--- src/rtl/mat_mul_seq_ctrl.sv ---
// mat_mul_seq_ctrl: load/fetch/compute/drain sequencer for the 3x3 parallel matrix-multiply datapath.
// Define MAT_MUL_SEQ_CTRL_PERF_EN to add the perf_cycles busy-cycle counter output.
module mat_mul_seq_ctrl #(
    parameter int DWIDTH      = 16,
    parameter int AWIDTH      = 4,
    parameter int N_ELEM      = 9,
    parameter int COMPUTE_LAT = 2
) (
    input  logic                clk,
    input  logic                reset,
    input  logic                start,
    output logic                busy,
    input  logic                s_valid,
    output logic                s_ready,
    input  logic [DWIDTH-1:0]   s_data,
    output logic [AWIDTH-1:0]   ram_addr,
    output logic [DWIDTH-1:0]   ram_wdata,
    output logic                ram_we_a,
    output logic                ram_we_b,
    output logic                op_ld_en,
    output logic [AWIDTH-1:0]   op_ld_idx,
    output logic [AWIDTH-1:0]   res_sel,
    input  logic [2*DWIDTH-1:0] res_data,
    output logic                m_valid,
    input  logic                m_ready,
    output logic [2*DWIDTH-1:0] m_data,
    output logic                done
`ifdef MAT_MUL_SEQ_CTRL_PERF_EN
    ,
    output logic [31:0]         perf_cycles
`endif
);
    localparam logic [2:0] IDLE = 3'd0, LOAD_A = 3'd1, LOAD_B = 3'd2, FETCH = 3'd3,
                           WAIT = 3'd4, SEL = 3'd5, CAP = 3'd6, OUT = 3'd7;
    localparam logic [AWIDTH-1:0] LAST  = AWIDTH'(N_ELEM - 1);
    localparam logic [AWIDTH-1:0] WLAST = AWIDTH'(COMPUTE_LAT - 1);

    logic [2:0]        state;
    logic [AWIDTH-1:0] cnt;
    logic              rd_v;
    logic              hs;

    assign s_ready = (state == LOAD_A) || (state == LOAD_B);
    assign hs      = s_valid && s_ready;

    // rd_v marks a read address issued last cycle; its RAM data is valid one cycle later
    always_ff @(posedge clk) begin
        if (reset) begin
            state     <= IDLE;
            cnt       <= '0;
            rd_v      <= 1'b0;
            busy      <= 1'b0;
            ram_addr  <= '0;
            ram_wdata <= '0;
            ram_we_a  <= 1'b0;
            ram_we_b  <= 1'b0;
            op_ld_en  <= 1'b0;
            op_ld_idx <= '0;
            res_sel   <= '0;
            m_valid   <= 1'b0;
            m_data    <= '0;
            done      <= 1'b0;
        end else begin
            ram_we_a <= 1'b0;
            ram_we_b <= 1'b0;
            rd_v     <= 1'b0;
            done     <= 1'b0;
            op_ld_en <= rd_v;
            if (rd_v) op_ld_idx <= ram_addr;
            case (state)
                IDLE: if (start) begin
                    state <= LOAD_A;
                    busy  <= 1'b1;
                    cnt   <= '0;
                end
                LOAD_A, LOAD_B: if (hs) begin
                    ram_addr  <= cnt;
                    ram_wdata <= s_data;
                    ram_we_a  <= state == LOAD_A;
                    ram_we_b  <= state == LOAD_B;
                    cnt       <= cnt == LAST ? '0 : cnt + 1'b1;
                    if (cnt == LAST) state <= state == LOAD_A ? LOAD_B : FETCH;
                end
                // the extra tail cycle (rd_v set, cnt back at 0) lets the last load strobe issue
                FETCH: if (rd_v && cnt == '0) state <= WAIT;
                else begin
                    ram_addr <= cnt;
                    rd_v     <= 1'b1;
                    cnt      <= cnt == LAST ? '0 : cnt + 1'b1;
                end
                WAIT: if (cnt == WLAST) begin
                    cnt     <= '0;
                    res_sel <= '0;
                    state   <= SEL;
                end else cnt <= cnt + 1'b1;
                SEL: state <= CAP;
                CAP: begin
                    m_data  <= res_data;
                    m_valid <= 1'b1;
                    state   <= OUT;
                end
                OUT: if (m_ready) begin
                    m_valid <= 1'b0;
                    if (cnt == LAST) begin
                        done  <= 1'b1;
                        busy  <= 1'b0;
                        cnt   <= '0;
                        state <= IDLE;
                    end else begin
                        cnt     <= cnt + 1'b1;
                        res_sel <= cnt + 1'b1;
                        state   <= SEL;
                    end
                end
                default: state <= IDLE;
            endcase
        end
    end

`ifdef MAT_MUL_SEQ_CTRL_PERF_EN
    always_ff @(posedge clk) begin
        if (reset) perf_cycles <= '0;
        else if (state == IDLE && start) perf_cycles <= '0;
        else if (busy && perf_cycles != 32'hFFFF_FFFF) perf_cycles <= perf_cycles + 1'b1;
    end
`endif
endmodule

--- config.mk ---
export PLATFORM = sky130hd
export DESIGN_NAME = mat_mul_seq_ctrl
export DESIGN_NICKNAME = d
export VERILOG_FILES = /design/src/rtl/mat_mul_seq_ctrl.sv
export SDC_FILE = /design/constraint.sdc
export NUM_CORES = 1
export LEC_CHECK = 0
export ABC_AREA = 1
export BUFFER_PORTS_ARGS = -buffer_cell sky130_fd_sc_hd__buf_2
export CAP_MARGIN = 15
export CORE_MARGIN = 2
export CORE_UTILIZATION = 30
export DETAILED_ROUTE_END_ITERATION = 10
export PLACE_DENSITY_LB_ADDON = 0.1
export SLEW_MARGIN = 25
export SYNTH_ARGS = -nofsm -noshare
export SYNTH_HDL_FRONTEND = slang
export SYNTH_SLANG_ARGS = --single-unit
export TNS_END_PERCENT = 100
--- constraint.sdc ---
create_clock -name clk -period 1.8 [get_ports clk]
set_clock_uncertainty 0.1 [all_clocks]
set_input_delay 0.27 -clock clk [delete_from_list [all_inputs] [get_ports clk]]
set_output_delay 0.27 -clock clk [all_outputs]
set_load 0.01 [all_outputs]
# Word-level counts from Yosys, hierarchy flattened
# Index checks and enable logic that the tools add are counted.
# word_totals
reg_bits	74
out_inout_bits	67
elab_cells	90
# classes
addsub	1
n_eq_ne	18
muxes	31
bitwise	5
n_reduce_logical	21
# op_table
cell	n
$mux W4	11
$mux W3	7
$pmux W3 S7	1
$pmux W4 S5	1
$ne A2 B2 Y1 const B	9
$pmux W4 S2	2
$eq A3 B3 Y1 const B	4
$reduce_and A4 Y1	2
$reduce_bool A2 Y1	4
$mux W1	7
$eq A3 B2 Y1 const B	2
$reduce_and A6 Y1	1
$reduce_or A3 Y1	2
$not A1 Y1	5
$reduce_and A5 Y1	1
$reduce_bool A5 Y1	1
$add A4 B1 Y4 const B	1
$eq A4 B1 Y1 const B	1
$eq A4 B4 Y1 const B	1
$logic_not A4 Y1	1
$pmux W1 S2	2
$reduce_and A2 Y1	2
$reduce_or A2 Y1	2
$eq A3 B1 Y1 const B	1
4 further kinds	5

# Logic depth before layout (Yosys ltp)
# depth
ltp_word	5
depth_mapped	11
ltp_nobuf	11

# Worst setup path after synthesis
# Ideal clock, no wire load.
# synth_timing
path_kind	flip-flop to flip-flop
start	register cnt[0]
end	register ram_addr[1]
arrival_ns	1.330
required_ns	1.584
path_slack_ns	0.254
stages_incl_launch_ff	11
path_buffers	0
period_less_slack_ns	1.546
path_cell_list	dfxtp_1 > inv_1 > ha_1 > nand2_1 > inv_1 > nand2_1 > nand2_1 > o21ai_0 > nand2_1 > o21ai_0 > nor2_1
# synth_via
elab_chain_cells	4
# synth_rtl
item	line	rtl
start: declaration	39	logic [AWIDTH-1:0] cnt;
start signal: assignment	81	cnt <= cnt == LAST ? '0 : cnt + 1'b1;
start signal: assignment	89	cnt <= cnt == LAST ? '0 : cnt + 1'b1;
start signal: assignment	95	end else cnt <= cnt + 1'b1;
$logic_not A4 Y1	85	FETCH: if (rd_v && cnt == '0) state <= WAIT;
$logic_and A1 B1 Y1	85	
$ne A2 B2 Y1 (no source line)	n/a	
$reduce_and A3 Y1 (no source line)	n/a	
end signal: assignment	77	ram_addr <= cnt;
end signal: assignment	87	ram_addr <= cnt;
end: declaration	16	output logic [AWIDTH-1:0] ram_addr,
# Every way passes these cells.
# A chain may end at the register's enable or synchronous reset.

# Worst setup path after layout
# layout_timing
start	register state[0]
end	output s_ready
# layout_via
elab_chain_cells	2
elab_cells_between_ends	3
cone_classes	2 x eq/ne; 1 x reduce/logical
# layout_rtl
item	line	rtl
start: declaration	38	logic [2:0] state;
start signal: assignment	82	if (cnt == LAST) state <= state == LOAD_A ? LOAD_B : FETCH;
$eq A3 B1 Y1 or $eq A3 B2 Y1 (tied branches)	43	assign s_ready = (state == LOAD_A) || (state == LOAD_B);
$logic_or A1 B1 Y1 (*)	43	
end: declaration	14	output logic s_ready,
# Mark *: on every way between the ends. The rest lies on a longest branch, timed or not.

==> flow_summary_export.csv <==
group,metric,value,unit
detailed_routing,final_antenna_net_count,0,
floorplan,fp.coreArea,9860,µm²
finish,layout.cell_area.non_filler,4120,µm²
logic_synthesis,synth_area_leader_cell,"dfxtp_1",
setup_path,critical_path.max_fanout,5,
cts,clk_latency_worst_skew_pair,350,ps
sta,final_hold_viol_count,0,
finish,final_layout_size_suffix_gt1_share,31.9,%
grt,grt.overflow.total,0,
grt,initial_antenna_violation_count,0,
cts,cts-root-to-sink-buffers,2,
job,maxCapViolations,0,
sta,max_slew.worst_pin.slew,356,ps
logic_synthesis,synth_sequential_area_ratio,48.2,%
cts,clock-root-buffer,"clkbuf_8",
grt,first_global_vias,2648,
grt,grt_first_pass_wirelength,12800,µm
setup_path,worst_r2r_path_depth,10,
cts,htree_levels,3,
logic_synthesis,post_synth_main_area_contributors,"dfxtp_1, nor2_1, o21ai_0, nand2_1, ha_1",
worst_hold_path,min_from,"res_data[30]",
cts,tritoncts_clock_tree,"built",
logic_synthesis,synth-edff-count,0,
cts,clock-sinks,74,
setup_path,cp.arrival,1350,ps
sta,finalSetupViolations,0,
floorplan,area_of_the_die,11100,µm²
place,routabilityCongestion,0.822,
setup_path,worstReg2RegStart,"state[1]",
grt,groute.usage.overall,14.6,%
logic_synthesis,yosysMostFrequentCell,"nor2_1",
cts,cts-buffers-inserted,9,
setup_path,crit_cells,5,
finish,area_growth,34.1,%
logic_synthesis,synth-main-ff-cell,"dfxtp_1",
finish,insertedDiodeCount,0,
floorplan,die_width,105,µm
detailed_routing,drc_violations_left,0,
sta,max_freq,580,MHz
detailed_routing,route.vias.total,2962,
outcome,status,"completed",
floorplan,die_h,105,µm
setup_path,timing.critical_path.cells,"inv_2 > ha_2 > nand2_2 > nand2_4 > buf_2",
finish,final.fill_count,1068,
worst_hold_path,holdCritPathClass,"in2reg",
setup_path,timing.critical_path.max_delay_family,"flip-flops",
setup_path,slowest_delay,380,ps
place,placed_cell_area,3850,µm²
setup_path,start_kind,"flip-flop",
logic_synthesis,syn-cell-area,3070,µm²
floorplan,io_pins,120,
grt,pin_count_of_the_biggest_net_entering_global_routing,33,
logic_synthesis,synth_seq_cells,74,
power_and_ir_drop,power_per_cell_area,1340,nW/µm²
logic_synthesis,post_synth_inst_count,419,
place,preCtsSetupSlack,48.9,ps
detailed_routing,drt-vias-per-instance,4.35,
detailed_routing,postRouteWirelength,8130,µm
logic_synthesis,synth_common_cells,"nor2_1, dfxtp_1, o21ai_0, nand2_1, inv_1",
sta,max-slew-margin-rel,76.2,%
power_and_ir_drop,irDropWorstVdd,600,µV
sta,slew_viol_final,0,
sta,finalWorstSetupSlack,75.6,ps
place,detailedPlacementHpwl,5860,µm
setup_path,worstSetupPathType,"reg2out",
setup_path,critPathSlowestCell,"dfxtp_4",
setup_path,setup.reg_to_reg.worst_slack,130,ps
logic_synthesis,library_cells_used_by_synthesis,26,
setup_path,cp_data_required_time,1430,ps
finish,final_nets,604,
setup_path,worst_setup_path_startpoint,"state[0]",
place,io_buffers,119,
setup_path,critPathCaptureType,"primary output",
logic_synthesis,synth_top_cell_area_share,48.2,%
logic_synthesis,synth_area_per_cell,7.33,µm²
sta,final_min_period_over_clock_period,95.8,%
floorplan,initial_core_utilization,31.1,%
floorplan,standard_cell_row_count,36,
sta,final_period_minus_worst_setup_slack,1720,ps
logic_synthesis,postSynth.asyncResetShare,0,%
detailed_routing,first_pass_iters,4,
detailed_routing,first_iter_violations,85,
logic_synthesis,synth.net_count,480,
power_and_ir_drop,static-leakage-power,2.01,nW
setup_path,cp-endpoint,"s_ready",
detailed_routing,detail_route.wl_per_cell,11.9,µm
setup_path,r2r_endpoint,"res_sel[2]",
setup_path,timing.critical_path.buf_inv,2,
logic_synthesis,synth_warnings,0,
cts,cts.reportedPaths.clkPinSlew,80,ps
==> worst reg2reg max path: stages (launching register included) <==
cell and delay (ps):
dfxtp_2 370, inv_2 90, ha_2 210, nand2_1 100, buf_4 180, o21ai_4 180
nand3_4 120, nand2_1 70, inv_1 40, nor2_1 80, nor2_1 40
==> cells in the final DEF (no fill, tap or decap) <==
cell type | Yosys | final
o21ai_0 | 58 | 57
nand3b_1 | 2 | 2
bufinv_16 | 0 | 2
ha_4 | 0 | 2
inv_4 | 2 | 2
inv_1 | 23 | 21
clkbuf_1 | 10 | 1
clkinv_2 | 1 | 3
buf_2 | 5 | 119
clkinvlp_4 | 0 | 1
nand3_2 | 3 | 2
nand2_4 | 2 | 2
nand3_1 | 12 | 12
ha_2 | 0 | 2
nor2_1 | 134 | 134
a21oi_1 | 10 | 10
inv_2 | 2 | 4
dfxtp_2 | 0 | 1
nand3_4 | 0 | 1
nor2_4 | 2 | 2
xor2_1 | 1 | 1
o21ai_4 | 0 | 1
buf_12 | 0 | 1
ha_1 | 8 | 4
nand4_1 | 4 | 4
dfxtp_4 | 0 | 1
nand2_2 | 7 | 8
nor2_2 | 1 | 1
clkbuf_8 | 0 | 10
o21ai_1 | 2 | 3
buf_4 | 1 | 10
nand2_1 | 51 | 50
dfxtp_1 | 74 | 72
nor3_1 | 2 | 2
==> layer usage <==
metal / routed length (µm) / up-vias / global-route usage (%)
met5: 0 / - / 0
met4: 141 / 0 / 7.81
met3: 436 / 10 / 3.74
met2: 3520 / 71 / 21.8
met1: 4030 / 1308 / 19.1
li1: - / 1573 / -
==> flip-flops by register name, indices dropped and copies added (netlist names) <==
signal	cells
busy	1
cnt	4
done	1
m_data	32
m_valid	1
op_ld_en	1
op_ld_idx	4
ram_addr	4
ram_wdata	16
ram_we_a	1
ram_we_b	1
rd_v	1
res_sel	4
state	3
==> logic make-up (layout without fill, tap and decap cells) <==
| kind of cell | count (synthesis) | count (layout) | share of synthesized area, % |
|---|---|---|---|
| AO/OA/AOI/OAI | 71 | 71 | 11.7 |
| buffers and inverters | 45 | 174 | 6.27 |
| flip-flops | 74 | 74 | 48.2 |
| XOR/XNOR | 1 | 1 | 0.285 |
| adder cells (fa/ha/maj) | 8 | 8 | 3.26 |
| AND/OR/NAND/NOR | 220 | 220 | 30.3 |
==> what timing repair did <==
item                       4_1_cts  5_1_grt
buffers inserted                 0        0
setup endpoints to repair        1       10
pin swaps                        0        1
resized for setup                4       11
hold buffers                     0        0
==> where the power goes <==
group | internal (mW) | switching, mW | total [mW]
clock | 0.814 | 0.625 | 1.44
sequential | 1.94 | 0.186 | 2.12
combinational | 0.770 | 1.21 | 1.98
==> layout make-up <==
cell class                      count  area (µm²)  share of cell area (%)
Sequential cell                    74        1490                    36.1
Multi-Input combinational cell    300        1450                    35.1
Timing Repair Buffer              130         691                    16.8
Tap cell                          133         166                    4.04
Clock buffer                       11         141                    3.43
Inverter                           28         111                    2.70
Clock inverter                      5        77.6                    1.88
==> per-stage QoR <==
| stage | util, % | std cells | hold WS [ps] | setup TNS, ps | total power [mW] |
|---|---|---|---|---|---|
| finish | 41.8 | 681 | 65.6 | 0 | 5.54 |
| global route | 41.8 | 681 | 57.6 | -3.75 | 5.98 |
| CTS | 41.3 | 681 | 44.8 | 0 | 5.56 |
| detailed placement | 39.0 | 665 | 354 | 0 | 4.09 |
| global placement | 39.0 | 665 | 351 | 0 | 4.08 |
| floorplan | - | 419 | 239 | 0 | 3.45 |
==> worst min path at each step <==
| stage | endpoint | slack (ps) | cells past startpoint |
|---|---|---|---|
| after floorplan | res_sel[0] | 240 | 1 |
| final | m_data[30] | 70 | 3 |
| after CTS | m_data[30] | 40 | 3 |
| after global routing | m_data[26] | 60 | 3 |
| after global placement | res_sel[0] | 350 | 2 |
| after detailed placement | res_sel[0] | 350 | 2 |
(Power assumes the default switching activity.)
